==> src/rtl/i2c_init_seq_pkg.sv <==
// Shared types and constants for the I2C init write-sequence engine.
package i2c_init_seq_pkg;

    typedef enum logic [2:0] {
        ST_IDLE,
        ST_START,
        ST_BYTE,
        ST_ACK,
        ST_STOP,
        ST_GAP,
        ST_FIN
    } state_t;

    localparam logic [1:0] T0 = 2'd0;
    localparam logic [1:0] T1 = 2'd1;
    localparam logic [1:0] T2 = 2'd2;
    localparam logic [1:0] T3 = 2'd3;

    localparam int unsigned WRITE_TICKS = 116;
    localparam logic        I2C_WR      = 1'b0;

    typedef struct packed {
        logic [7:0] reg_addr;
        logic [7:0] data;
    } init_cmd_t;

    // Open-drain pull-downs {sda_oe, scl_oe} for a given state and quarter-bit phase.
    function automatic logic [1:0] bus_drive(input state_t st, input logic [1:0] qtr,
                                             input logic bit_val);
        logic sda;
        logic scl;
        sda = 1'b0;
        scl = 1'b0;
        case (st)
            ST_START: begin
                sda = (qtr >= T2);
                scl = (qtr == T3);
            end
            ST_BYTE: begin
                sda = ~bit_val;
                scl = (qtr <= T1);
            end
            ST_ACK: begin
                scl = (qtr <= T1);
            end
            ST_STOP: begin
                sda = (qtr <= T1);
                scl = (qtr == T0);
            end
            default: begin
                sda = 1'b0;
                scl = 1'b0;
            end
        endcase
        return {sda, scl};
    endfunction

endpackage

==> src/rtl/i2c_init_seq.sv <==
// I2C register-write sequencer: open-drain bus, per-write ACK checking with retries,
// quarter-bit tick divider on the system clock.
module i2c_init_seq
    import i2c_init_seq_pkg::*;
#(
    parameter int unsigned CLK_DIV    = 60,
    parameter int unsigned NUM_WRITES = 4,
    parameter logic [6:0]  DEV_ADDR   = 7'h58,
    parameter int unsigned GAP_TICKS  = 16,
    parameter int unsigned MAX_RETRY  = 3,
    parameter int unsigned IW         = (NUM_WRITES > 1) ? $clog2(NUM_WRITES) : 1
) (
    input  logic          clk,
    input  logic          reset,
    input  logic          start,
    output logic [IW-1:0] cmd_idx,
    input  logic [7:0]    cmd_reg,
    input  logic [7:0]    cmd_data,
    input  logic          sda_in,
    output logic          sda_oe,
    output logic          scl_oe,
    output logic          busy,
    output logic          done,
    output logic          error,
    output logic [IW-1:0] err_idx
);

    localparam int unsigned DIV_W   = $clog2(CLK_DIV);
    localparam int unsigned GAP_W   = (GAP_TICKS > 1) ? $clog2(GAP_TICKS) : 1;
    localparam int unsigned RETRY_W = $clog2(MAX_RETRY + 2);

    state_t               state_q, state_d;
    logic [DIV_W-1:0]     div_q, div_d;
    logic [1:0]           qtr_q, qtr_d;
    logic [GAP_W-1:0]     gap_q, gap_d;
    logic [2:0]           bit_q, bit_d;
    logic [1:0]           byte_q, byte_d;
    logic [7:0]           tx_q, tx_d;
    logic [15:0]          hold_q, hold_d;
    logic                 nack_q, nack_d;
    logic [RETRY_W-1:0]   retry_q, retry_d;
    logic                 start_q;
    logic [IW-1:0]        cmd_idx_d, err_idx_d;
    logic                 sda_oe_d, scl_oe_d, busy_d, done_d, error_d;
    logic                 tick, phase_end;
    logic [RETRY_W-1:0]   retry_inc;

    assign tick      = (div_q == DIV_W'(CLK_DIV - 1));
    assign phase_end = tick && (qtr_q == T3);
    assign retry_inc = retry_q + RETRY_W'(1);

    always_comb begin
        state_d   = state_q;
        div_d     = div_q;
        qtr_d     = qtr_q;
        gap_d     = gap_q;
        bit_d     = bit_q;
        byte_d    = byte_q;
        tx_d      = tx_q;
        hold_d    = hold_q;
        nack_d    = nack_q;
        retry_d   = retry_q;
        cmd_idx_d = cmd_idx;
        busy_d    = busy;
        done_d    = done;
        error_d   = error;
        err_idx_d = err_idx;

        if (state_q != ST_IDLE) begin
            div_d = tick ? '0 : div_q + DIV_W'(1);
            if (tick) qtr_d = qtr_q + 2'd1;
        end

        case (state_q)
            ST_IDLE: begin
                if (start && !start_q) begin
                    state_d   = ST_START;
                    busy_d    = 1'b1;
                    done_d    = 1'b0;
                    error_d   = 1'b0;
                    cmd_idx_d = '0;
                    retry_d   = '0;
                end
            end
            ST_START: begin
                // table bytes are captured once, on the first cycle after cmd_idx settles
                if (div_q == '0 && qtr_q == T0) hold_d = {cmd_reg, cmd_data};
                nack_d = 1'b0;
                if (phase_end) begin
                    state_d = ST_BYTE;
                    tx_d    = {DEV_ADDR, I2C_WR};
                    bit_d   = '0;
                    byte_d  = '0;
                end
            end
            ST_BYTE: begin
                if (phase_end) begin
                    if (bit_q == 3'd7) begin
                        state_d = ST_ACK;
                    end else begin
                        bit_d = bit_q + 3'd1;
                        tx_d  = tx_q << 1;
                    end
                end
            end
            ST_ACK: begin
                if (tick && qtr_q == T2) nack_d = sda_in;
                if (phase_end) begin
                    if (nack_q || byte_q == 2'd2) begin
                        state_d = ST_STOP;
                    end else begin
                        state_d = ST_BYTE;
                        bit_d   = '0;
                        byte_d  = byte_q + 2'd1;
                        tx_d    = (byte_q == 2'd0) ? hold_q[15:8] : hold_q[7:0];
                    end
                end
            end
            ST_STOP: begin
                if (phase_end) begin
                    if (nack_q) begin
                        retry_d = retry_inc;
                        if (32'(retry_inc) <= MAX_RETRY) begin
                            state_d = ST_GAP;
                            gap_d   = '0;
                        end else begin
                            state_d   = ST_FIN;
                            error_d   = 1'b1;
                            err_idx_d = cmd_idx;
                            busy_d    = 1'b0;
                        end
                    end else if (cmd_idx == IW'(NUM_WRITES - 1)) begin
                        state_d = ST_FIN;
                        done_d  = 1'b1;
                        busy_d  = 1'b0;
                    end else begin
                        state_d   = ST_GAP;
                        gap_d     = '0;
                        cmd_idx_d = cmd_idx + IW'(1);
                        retry_d   = '0;
                    end
                end
            end
            ST_GAP: begin
                if (tick) begin
                    if (gap_q == GAP_W'(GAP_TICKS - 1)) state_d = ST_START;
                    else gap_d = gap_q + GAP_W'(1);
                end
            end
            ST_FIN: begin
                state_d = ST_IDLE;
                busy_d  = 1'b0;
            end
            default: begin
                state_d = ST_IDLE;
            end
        endcase

        // every state starts on a clean tick boundary
        if (state_d != state_q) begin
            div_d = '0;
            qtr_d = T0;
        end

        {sda_oe_d, scl_oe_d} = bus_drive(state_d, qtr_d, tx_d[7]);
    end

    always_ff @(posedge clk) begin
        start_q <= start;
        if (!reset) begin
            state_q <= ST_IDLE;
            div_q   <= '0;
            qtr_q   <= T0;
            gap_q   <= '0;
            bit_q   <= '0;
            byte_q  <= '0;
            tx_q    <= '0;
            hold_q  <= '0;
            nack_q  <= 1'b0;
            retry_q <= '0;
            cmd_idx <= '0;
            err_idx <= '0;
            sda_oe  <= 1'b0;
            scl_oe  <= 1'b0;
            busy    <= 1'b0;
            done    <= 1'b0;
            error   <= 1'b0;
        end else begin
            state_q <= state_d;
            div_q   <= div_d;
            qtr_q   <= qtr_d;
            gap_q   <= gap_d;
            bit_q   <= bit_d;
            byte_q  <= byte_d;
            tx_q    <= tx_d;
            hold_q  <= hold_d;
            nack_q  <= nack_d;
            retry_q <= retry_d;
            cmd_idx <= cmd_idx_d;
            err_idx <= err_idx_d;
            sda_oe  <= sda_oe_d;
            scl_oe  <= scl_oe_d;
            busy    <= busy_d;
            done    <= done_d;
            error   <= error_d;
        end
    end

endmodule

==> config.mk <==
export PLATFORM = sky130hd
export DESIGN_NAME = i2c_init_seq
export DESIGN_NICKNAME = d
export VERILOG_FILES = /design/src/rtl/i2c_init_seq_pkg.sv /design/src/rtl/i2c_init_seq.sv
export SDC_FILE = /design/constraint.sdc
export NUM_CORES = 1
export LEC_CHECK = 0
export ABC_AREA = 0
export ABC_CLOCK_PERIOD_IN_PS = 2300
export BUFFER_PORTS_ARGS = -buffer_cell sky130_fd_sc_hd__clkbuf_2
export CAP_MARGIN = 30
export CORE_ASPECT_RATIO = 0.75
export CORE_UTILIZATION = 59
export DETAILED_ROUTE_END_ITERATION = 8
export HOLD_SLACK_MARGIN = 0.08
export PLACE_DENSITY = 0.8
export REMOVE_ABC_BUFFERS = 1
export SLEW_MARGIN = 5
export SYNTH_ARGS = -nofsm -noshare
export SYNTH_HDL_FRONTEND = slang
export SYNTH_SLANG_ARGS = --single-unit
==> constraint.sdc <==
create_clock -name clk -period 2.3 [get_ports clk]
set_input_delay 0.115 -clock clk [delete_from_list [all_inputs] [get_ports clk]]
set_output_delay 0.115 -clock clk [all_outputs]
set_load 0.01 [all_outputs]
==> flow_metrics.tcl <==
set metrics [dict create \
    share_comb_of_total_power 0.089 \
    cellLeakagePower_nw 1.46 \
    detailedRoute.firstPassIterationCount 7 \
    post-layout-total-power_mw 2.02 \
    synth-edff-count 0 \
    power_per_cell_area_nw_per_um2 541 \
    port_buffers 28 \
    antenna_diode_count 0 \
    violations "DRC" \
    crit_end "scl_oe" \
    gp_routability_congestion 0.952 \
    final-hold-violation-count 0 \
    hold_ws_ns 0.169 \
    detailroute.via_count 2911 \
    cts_made_buffers 9 \
    postPlaceCellArea_um2 3310 \
    power.clock.fraction 0.397 \
    placed_cells_incl_taps 445 \
    cp_data_required_time_ns 2.48 \
    row_count 22 \
    reg2reg_depth 7 \
    drive_gt1_frac 0.223 \
    path_clk_slew_ns 0.06 \
    yosys-top-cells-count "sky130_fd_sc_hd__nor2_1, sky130_fd_sc_hd__dfxtp_1, sky130_fd_sc_hd__a21oi_1" \
    hold_wc_startpoint "sda_in" \
    die_area_um2 5420 \
    synth_cell_type_count 62 \
    power.internal_mw 1.53 \
    fmaxAchievable_mhz 443 \
    arrival_ns 2.43 \
    layout.filler_cells 365 \
    stdcell_count 481 \
    first_pass_grt_wire_length_um 12600 \
    share_seq_of_total_power 0.515 \
    yosys_most_used_dff "sky130_fd_sc_hd__dfxtp_1" \
    power_switching_uw 494 \
    worstPathCellList "ha_2 -> xor2_1 -> a211o_1 -> and2_4 -> or4_1 -> o211ai_1 -> a221oi_2" \
    power.share.switching 0.245 \
    worst_pin_slew_ns 0.819 \
    postSynthCellCount 355 \
    ant_nets 0 \
    grt_start_max_net_pins 47 \
    critPathMaxFanout 5 \
    ys.warnings.count 0 \
    drv.max_cap_violation_count 0 \
    rrSetupSlack_ns 0.04 \
    period_share 0.982 \
    globalRouteOverflowTotal 0 \
    avgSynthCellArea_um2 8.53 \
    floorplan.die.height_um 64.0 \
    nets 449 \
    slowest_delay_ns 0.41 \
    synth_top_cells_by_area "sky130_fd_sc_hd__dfxtp_1, sky130_fd_sc_hd__mux2i_1, sky130_fd_sc_hd__nor2_1" \
    routedWlPerCell_um 16.2 \
    cts_htree_levels 3 \
    dpl.hpwl_um 5100 \
    ys_ff_latch 58 \
    stdcell_area_um2 3730 \
    tritoncts_clock_tree "built" \
    synth_seq_area_share 0.384 \
    fin_crit_ns 2.26 \
    number_of_antenna_violations_at_the_first_check_in_global_routing 0 \
    first_global_vias 2719 \
    detail_route.drc_violations 1 \
    status "finished, violations left" \
    finalClockSkew_ns 0.00879 \
    rr_endpoint "scl_oe" \
    crit_type "reg2reg" \
    finalSetupViolCount 0 \
    dr.first_iter.drc_count 277 \
    synth_area_leader_cell "sky130_fd_sc_hd__dfxtp_1" \
    capturing_element_type_of_the_critical_path "flip-flop" \
    ys_async_sr_fraction 0 \
    synth.most_common_cell "sky130_fd_sc_hd__nor2_1" \
    worst_ir_drop_vdd_uv 463 \
    worst_hold_path_type "in2reg" \
    cts.path.max_buffers 2 \
    floorplan.core_area_um2 4900 \
    clock_sinks 58 \
    avgViaCountPerCell 6.05 \
    synth.cell_area_um2 3030 \
    synthDominantCellAreaShare 0.384 \
    critPathLaunchType "flip-flop" \
    areaGrowthSynthToFinish_pct 23.4 \
    drv_slew 0 \
    slew_headroom 0.453 \
    timing.critical_path.slowest_stage_cell "sky130_fd_sc_hd__or4_1" \
    die_width_um 84.7 \
    clkLatencyLatePin_ns 0.34 \
    reg_to_reg_critical_path_startpoint "retry_q[0]" \
    pin_count 29 \
    cts_root_buf "sky130_fd_sc_hd__clkbuf_8" \
    route.final.wire_length_um 7790 \
    startpoint "retry_q[0]" \
    floorplan.initialDensity 0.618 \
    grt.total_usage 0.299 \
]
[kinds of logic (layout without fill, tap and decap cells)]
logic type	after synthesis	in the layout	synth area share
fa+ha+maj	13	13	0.0537
buf+inv	27	93	0.0409
flops	58	58	0.384
mux	30	30	0.102
simple gates	160	160	0.282
compound gates	65	65	0.132
xor+xnor	2	2	0.00579
[flip-flops by register name, summed over array words and instances, names as in the netlist, 2 cells and up]
signal,count
cmd_idx,2
qtr_q,2
hold_q,16
div_q,6
err_idx,2
byte_q,2
bit_q,3
state_q,3
retry_q,3
gap_q,4
tx_q,8
[layout by cell type, fill, tap and decap left out, drive strengths merged, types with 2 or more instances in the layout]
| cell type | Yosys | layout |
|---|---|---|
| or3 | 5 | 5 |
| inv | 11 | 11 |
| and3 | 3 | 3 |
| nand2b | 4 | 4 |
| o211ai | 2 | 2 |
| mux2 | 6 | 6 |
| nor3b | 2 | 2 |
| or4 | 4 | 4 |
| nand4 | 7 | 7 |
| nor4 | 4 | 4 |
| dfxtp | 58 | 58 |
| dlygate4sd3 | 0 | 18 |
| o31ai | 2 | 2 |
| nor3 | 11 | 11 |
| and2 | 2 | 2 |
| nand3 | 16 | 16 |
| o21ai | 11 | 11 |
| a21oi | 28 | 28 |
| nor2b | 6 | 6 |
| ha | 13 | 13 |
| clkbuf | 9 | 41 |
| a31oi | 10 | 10 |
| or3b | 2 | 2 |
| nand3b | 3 | 3 |
| o22ai | 2 | 2 |
| buf | 7 | 20 |
| clkinv | 0 | 3 |
| mux2i | 24 | 24 |
| nand2 | 25 | 25 |
| nor2 | 59 | 59 |
[power by group through the flow]
| stage | Combinational, mW | Sequential (mW) | Clock [mW] |
|---|---|---|---|
| final | 0.180 | 1.04 | 0.802 |
| after CTS | 0.176 | 1.04 | 0.810 |
| after detailed placement | 0.151 | 1.06 | 0 |
| after global placement | 0.146 | 1.06 | 0 |
| after floorplan | 0.0926 | 1.06 | 0 |
| after global routing | 0.194 | 1.04 | 0.856 |
[cell type report]
| class | instances | area [µm²] | area share |
|---|---|---|---|
| Sequential cell | 58 | 1170 | 0.313 |
| Inverter | 11 | 41.3 | 0.0111 |
| Clock inverter | 3 | 15.0 | 0.00402 |
| Multi-Input combinational cell | 270 | 1800 | 0.483 |
| Timing Repair Buffer | 66 | 483 | 0.129 |
| Tap cell | 60 | 75.1 | 0.0201 |
| Clock buffer | 13 | 149 | 0.0399 |
[layer usage]
metal / vias to the layer above / global-route usage / wire length (µm)
li1: 1391 / - / -
met1: 1374 / 0.390 / 3430
met2: 135 / 0.477 / 3660
met3: 11 / 0.0879 / 603
met4: 0 / 0.0996 / 91
met5: - / 0 / 0
[critical path, delay by kind of cell (launching register included)]
family / cells / cell delay [ns]
XOR/XNOR: 1 / 0.16
AO/OA/AOI/OAI: 3 / 0.76
adder cells (fa/ha/maj): 1 / 0.21
AND/OR/NAND/NOR: 2 / 0.60
flip-flops: 1 / 0.36
[repair_timing]
action	4_1_cts	5_1_grt
pin swaps	0	4
gates resized for setup	1	15
endpoints found under the hold margin	18	0
hold buffers	18	0
setup endpoints to repair	1	3
buffers inserted	0	2
[worst min-delay path by stage]
stage          slack (ns)       to  depth (start not counted)
4_1_cts              0.16   nack_q                          4
5_1_grt              0.18   nack_q                          4
3_3_place_gp         0.25  start_q                          1
6_report             0.17   nack_q                          4
3_5_place_dp         0.25  start_q                          1
2_1_floorplan        0.14  start_q                          0
[metrics by stage]
stage	setup WS [ns]	utilization	setup TNS, ns
after floorplan	0.0641	-	0
final	0.0412	0.762	0
after detailed placement	-0.00670	0.675	-0.00670
after global routing	-0.0433	0.762	-0.0433
after global placement	0.150	0.675	0
after CTS	0.0269	0.745	0
No activity file was read; power rests on OpenSTA's default activity.
